===== src/rtl/temporizador_programable.sv =====
// Programmable countdown timer for the microwave controller.
// One-hot program select, second prescaler, start/pause/resume/cancel FSM.
module temporizador_programable #(
  parameter int WIDTH = 5,
  parameter int N_PRESETS = 4,
  parameter logic [N_PRESETS*WIDTH-1:0] PRESETS =
    {5'd20, 5'd10, 5'd5, 5'd15},
  parameter int TICK_DIV = 50_000_000
) (
  input  logic                 clk,
  input  logic                 rst,
  input  logic [N_PRESETS:0]   seleccion,
  input  logic [WIDTH-1:0]     T_selec,
  input  logic                 iniciar,
  input  logic                 pausar,
  input  logic                 cancelar,
  output logic [WIDTH-1:0]     num,
  output logic                 activo,
  output logic                 pausado,
  output logic                 fin,
  output logic                 alarma,
  output logic                 error_sel
);

  localparam int NS = N_PRESETS + 1;
  localparam int PW = (TICK_DIV > 2) ? $clog2(TICK_DIV) : 1;
  localparam logic [PW-1:0] PS_MAX = PW'(TICK_DIV - 1);

  typedef enum logic [1:0] {
    STANDBY,
    CONTANDO,
    PAUSA,
    FIN
  } state_t;

  state_t state, state_n;

  logic [PW-1:0]    presc, presc_n;
  logic [WIDTH-1:0] num_n;
  logic [WIDTH-1:0] sel_val;
  logic             sel_multi;
  logic             sel_ok;
  logic             tick;

  // Multi-hot selections decode to zero so they can never start.
  always_comb begin
    sel_val = '0;
    for (int i = 0; i < N_PRESETS; i++) begin
      if (seleccion[i])
        sel_val = sel_val | PRESETS[i*WIDTH +: WIDTH];
    end
    if (seleccion[N_PRESETS])
      sel_val = sel_val | T_selec;
    sel_multi = (seleccion & (seleccion - NS'(1))) != '0;
    if (sel_multi)
      sel_val = '0;
  end

  assign sel_ok = !sel_multi && (sel_val != '0);
  assign tick   = (presc == PS_MAX);

  always_comb begin
    state_n = state;
    presc_n = presc;
    num_n   = num;
    case (state)
      STANDBY: begin
        num_n = sel_val;
        if (iniciar && !pausar && !cancelar && sel_ok) begin
          state_n = CONTANDO;
          presc_n = '0;
        end
      end
      CONTANDO: begin
        if (cancelar) begin
          state_n = STANDBY;
        end else if (pausar) begin
          state_n = PAUSA;
        end else if (tick) begin
          presc_n = '0;
          num_n   = num - WIDTH'(1);
          if (num == WIDTH'(1))
            state_n = FIN;
        end else begin
          presc_n = presc + PW'(1);
        end
      end
      PAUSA: begin
        if (cancelar)
          state_n = STANDBY;
        else if (iniciar && !pausar)
          state_n = CONTANDO;
      end
      FIN: begin
        num_n = '0;
        if (cancelar || iniciar)
          state_n = STANDBY;
      end
      default: begin
        state_n = STANDBY;
        num_n   = '0;
        presc_n = '0;
      end
    endcase
  end

  always_ff @(posedge clk or posedge rst) begin
    if (rst) begin
      state     <= STANDBY;
      presc     <= '0;
      num       <= '0;
      activo    <= 1'b0;
      pausado   <= 1'b0;
      fin       <= 1'b0;
      alarma    <= 1'b0;
      error_sel <= 1'b0;
    end else begin
      state     <= state_n;
      presc     <= presc_n;
      num       <= num_n;
      activo    <= (state_n == CONTANDO);
      pausado   <= (state_n == PAUSA);
      fin       <= (state_n == FIN) && (state != FIN);
      alarma    <= (state_n == FIN);
      error_sel <= (state_n == STANDBY) && sel_multi;
    end
  end

endmodule


===== config.mk =====
export PLATFORM = sky130hd
export DESIGN_NAME = temporizador_programable
export DESIGN_NICKNAME = d
export VERILOG_FILES = /design/src/rtl/temporizador_programable.sv
export SDC_FILE = /design/constraint.sdc
export NUM_CORES = 1
export LEC_CHECK = 0
export ABC_AREA = 1
export CAP_MARGIN = 20
export CORE_UTILIZATION = 30
export CTS_CLUSTER_DIAMETER = 40
export DETAILED_ROUTE_END_ITERATION = 6
export PLACE_DENSITY = 0.44
export SLEW_MARGIN = 40
export SYNTH_ARGS = -nofsm -noshare
export SYNTH_HDL_FRONTEND = slang
export SYNTH_SLANG_ARGS = --single-unit

===== constraint.sdc =====
create_clock -name clk -period 3.8 [get_ports clk]
set_clock_uncertainty 0.05 [all_clocks]
set_input_delay 0.76 -clock clk [delete_from_list [all_inputs] [get_ports clk]]
set_output_delay 0.76 -clock clk [all_outputs]
set_load 0.03 [all_outputs]

## After elaboration in Yosys (flattened, before gate mapping)

Index checks and enable logic that the tools add are counted.
W data, S select, Z words.

| word-level totals | value |
|---|---|
| bits of input ports | 15 |
| flip-flop bits (word level) | 38 |
| logic and storage cells | 68 |
| output and inout bits | 10 |

| cells by class | value |
|---|---|
| add/subtract/negate cells | 3 |
| eq/ne operators | 13 |
| mux-type cells | 24 |
| reduce and logical (&&, ||, !) cells | 18 |
| bitwise logic cells | 2 |

Operators with widths:

| operator | number |
|---|---|
| $mux W26 | 4 |
| $pmux W26 S2 | 1 |
| $mux W5 | 6 |
| $add A26 B1 Y26 const B | 1 |
| $eq A26 B26 Y1 const B | 1 |
| $mux W2 | 8 |
| $pmux W5 S3 | 1 |
| $ne A2 B2 Y1 const B | 5 |
| $reduce_bool A5 Y1 | 2 |
| $sub A5 B1 Y5 const B | 2 |
| $eq A2 B2 Y1 const B | 4 |
| $mux W4 | 2 |
| $pmux W2 S4 | 1 |
| $reduce_and A4 Y1 | 2 |
| $logic_and A1 B1 Y1 | 6 |
| $and A5 B5 Y5 | 1 |
| $eq A5 B1 Y1 const B | 1 |
| $or A5 B5 Y5 | 1 |
| $eq A2 B1 Y1 const B | 2 |
| $logic_not A2 Y1 | 2 |
| $logic_not A1 Y1 | 3 |
| $mux W3 | 1 |
| $reduce_bool A3 Y1 | 1 |
| $reduce_bool A2 Y1 | 1 |
| $logic_or A1 B1 Y1 | 1 |

## Depth between registers and ports, before layout

| depth | value |
|---|---|
| depth in word-level cells | 14 |
| gate-level depth with buffers | 13 |
| depth with buffers taken out | 13 |

## Least setup slack after synthesis

OpenSTA, ideal clock, no wires.

| timing | value |
|---|---|
| kind | input port to flip-flop |
| start point | input port seleccion[0] |
| end point | register presc[10] |
| setup slack | 1.784 ns |
| path buffers | 1 |
| data required time | 3.627 ns |
| setup time | 0.123 ns |
| data arrival time | 1.843 ns |
| stages | 13 |
| path through | nor2_4 nor2_2 nor2_2 nand2_2 nor2_4 o31ai_2 nand2_2 nand2_4 nand2_4 nand2_4 buf_6 nand2_2 o21ai_2 |

| between the ends | value |
|---|---|
| cells in the longest elaborated chain, start to end | 12 |
| elaborated cells between the ends (all ways) | 16 |
| those cells by class | add/sub: 1; eq/ne: 1; mux: 6; bitwise: 2; reduce/logical: 6 |

RTL lines:

| what | RTL line | text |
|---|---|---|
| start: declaration | 12 | `input logic [N_PRESETS:0] seleccion,` |
| parallel branches: the longest is 8 deep, another holds $sub A5 B1 Y5 | -- |  |
| $logic_and A1 B1 Y1 * | 59 | `assign sel_ok = !sel_multi && (sel_val != '0);` |
| $logic_and A1 B1 Y1 * | 69 | `if (iniciar && !pausar && !cancelar && sel_ok) begin` |
| $ne A2 B2 Y1 (no source line) * | -- |  |
| $reduce_and A4 Y1 (no source line) * | -- |  |
| end signal: assignment | 119 | `presc <= presc_n;` |
| end: declaration | 38 | `logic [PW-1:0] presc, presc_n;` |

Mark *: on every way between the ends.
A chain may end at the register's enable or synchronous reset.

## Worst setup path in the final report

| timing | value |
|---|---|
| start point | input port seleccion[0] |
| end point | register presc[23] |

Same word-level chain as after synthesis.

==> summary.md <==
| Metric | Value |
|---|---|
| Commonest cells in the netlist | nand2_1 (101), inv_1 (49), dfrtp_1 (38) |
| Util after Layout | roughly 37% |
| Largest net degree at the start of global routing | 53 |
| Site row count | 35 |
| # fillers | about 1100 |
| Min cycle time layout | about 2.7 ns |
| Top-level I/O count | 25 |
| Setup_tns | 0 ns |
| Count leader, synth | nand2_1 |
| First-pass GRT wire length | roughly 13000 um |
| Vias/cell | 4.65 |
| DP Worst Slack | around 0.76 ns |
| VDD IR max | roughly 0.3 mV |
| Leading area contributor after synthesis | dfrtp_1 |
| Drt wl/cell | around 13 um |
| GPL Wtd Cong | between 0.8 and 0.9 |
| PD cells | between 700 and 800 nW/um^2 |
| DRC violations left | 0 |
| Max H-tree Level | 2 |
| Max stage delay on crit path | 0.48 ns |
| RSZ-0062 raised after global routing | no |
| Startpoint Class | input pin |
| GRT Total Usage | around 16% |
| Starting Density | about a third |
| First-pass DRT Iterations | 4 |
| Hold WC Path Type | reg2reg |
| Worst-Margin Slew | 0.793 ns |
| Outcome | complete, no violations |
| Synth top area share | 32.2% |
| Routed WL | approximately 7300 um |
| Final setup margin | 1.08 ns |
| EDFF count, synth | 0 |
| Post-Syn Instances | slightly above 400 |
| Adder-Cell Fraction of Synth Area | 3.39% |
| Leak | 1.53 nW |
| Number of max-cap violations | 0 |
| Critical path class | in2reg |
| ANT cells | 0 |
| Critical Path AT | ~2.8 ns |
| #FFs+latches synth | 38 |
| Cells after DPL | between 500 and 600 |
| Layout cell share with drive strength beyond 1 | roughly a fifth |
| Grt ovf | 0 |
| Core region area | about 9400 um^2 |
| # resized after CTS | 0 |
| DIE AREA | between 10000 and 15000 um^2 |
| Synth Area in Simple Gates | 41.1% |
| Fin. max-slew vios | 0 |
| Slew margin rel. | 47.1% |
| CP Cell Sequence | clkdlybuf4s50_1 > nor2_4 > nand2_1 > nand2_1 > nand2_2 > nor2_4 > o31ai_2 > nand2_2 > nand2_4 > nand2_4 > nand2_4 > nand2_1 > o21ai_2 |
| Post-CTS Setup Inserts | 0 |
| Combinational power share | 49.1% |
| Synth Warn # | 0 |
| XOR/XNOR share of the synthesized area | under 10% |
| Initial antenna violation count | 0 |
| Distinct cells, synth | 38 |
| FMAX | about 370 MHz |
| Cell internal pwr | approximately 1.3 mW |
| Finished Layout Cells | ~570 |
| Area Overhead vs Synth | 16.7% |
| CTS buffer count | 5 |
| Area contributors post-synth | dfrtp_1 (32%), nand2_1 (13%), o21ai_2 (8.3%) |
| Synthesized Nets | around 430 |
| Via count | between 2000 and 3000 |
| Die width | 101 um |
| Largest family of logic cells by synthesized area | simple AND/OR/NAND/NOR gates |
| Sw Ratio | around 48% |
| Final period utilization | between 70% and 80% |
| Seq pwr share | about a third |
| Synth Flop Type | dfrtp_1 |
| Vias in the first global route | between 2000 and 3000 |
| Final setup viols | 0 |
| Synth Area in Compound Gates | 13.3% |
| Average cell area after synthesis | around 7.2 um^2 |
| Clock sink count | 38 |
| Root Buffer Master | clkbuf_8 |
| ANT nets after route | 0 |
| Initial drt markers | between 100 and 150 |
| Fin. Hold Viols | 0 |
| Sw Pwr | about 1.2 mW |
| Hold bufs inserted after CTS | 0 |
| Mux contribution to synthesized area | 0% |
| Crit Path Max Fanout | 52 |
| Worst EP required | 3.91 ns |
| Synth Cell Area | between 2000 and 3000 um^2 |
| Critical Path End Type | register |
| Post-DP HPWL | 5640 um |
| Worst-path clk slew | 0.08 ns |
| Critical Path Slowest Stage Cell | clkdlybuf4s50_1 |
| Asr flop ratio synth | between 90% and 100% |
| I/O Buffers | 24 |
| CTS tree | built |
| Clk pwr share | a little under a fifth |
| Nets | 460 |
| Clock Path Buffers | 2 |
| Die Y | 101 um |
| Clock Latency Late Sink | approximately 0.3 ns |
| Post-synthesis sequential area ratio | 32.2% |
[layout make-up]
class / count / area [um^2] / area share [%]
clock inverter: 2 / 60.1 / 1.74
timing repair buffer: 26 / 255 / 7.40
multi-input combinational: 316 / 1750 / 50.8
sequential: 38 / 951 / 27.6
tap: 129 / 161 / 4.68
clock buffer: 6 / 82.6 / 2.39
inverter: 50 / 188 / 5.44
[worst max-delay path, delay by kind of cell]
family | cells | cell delay [ns]
simple gates | 10 | 1.38
compound gates | 2 | 0.17
buf+inv | 1 | 0.48
[power by group through the flow]
stage	logic (mW)	clock network [mW]	registers (mW)
global placement	1.22	0	0.806
detailed placement	1.22	0	0.800
global route	1.35	0.475	0.828
CTS	1.22	0.457	0.795
finish	1.20	0.442	0.795
floorplan	0.937	0	0.818
[per-stage QoR]
stage	area, um^2	hold WS [ns]	power, mW
after detailed placement	3310	0.457	2.02
after global placement	3310	0.461	2.02
after global routing	3450	0.500	2.66
after floorplan	2960	0.432	1.76
after CTS	3450	0.478	2.47
final	3450	0.476	2.43
[flip-flops by register name (all words and copies together) (netlist names)]
signal and count:
activo 1, alarma 1, error_sel 1, fin 1, num 5, pausado 1
presc 26, state 2
[path summary, 6_finish.rpt]
kind                              start   endpoint  slack [ns]  cells after the start
setup / recovery           seleccion[0]  presc[23]        1.08                     13
hold / removal                presc[25]  presc[25]        0.48                      2
max in group asynchronous           rst  presc[22]        2.50                      3
hold reg to reg               presc[25]  presc[25]        0.48                      2
min in group asynchronous           rst     num[1]        0.83                      3
setup reg to reg               state[1]  presc[23]        1.14                     10
[cell usage in the layout (no fill, tap or decap), types with 4 or more instances in the layout]
cell / instances
nand3_1: 37
nor3_1: 9
clkbuf_8: 6
inv_1: 49
nor2_1: 37
nor2_2: 4
or2_2: 7
nand2_1: 101
o21ai_1: 5
nand2_2: 29
nand4_1: 15
o21ai_2: 28
clkdlybuf4s50_1: 24
dfrtp_1: 38
xor2_1: 4
ha_1: 8
o21ai_0: 7
[layer usage]
metal | wire [um] | part of all wire, % | global-route usage, % | vias to the layer above
met3 | 215 | 2.9 | 2.62 | 10
met1 | 3570 | 49 | 20.2 | 1196
met5 | 0 | 0 | 0 | -
met4 | 122 | 1.7 | 5.69 | 0
li1 | - | - | - | 1388
met2 | 3390 | 46 | 27.4 | 42
[logic make-up after synthesis]
family | count (synthesis)
compound gates | 51
xor+xnor | 5
fa+ha+maj | 8
buf+inv | 57
flops | 38
simple gates | 252
(Power assumes the default switching activity.)
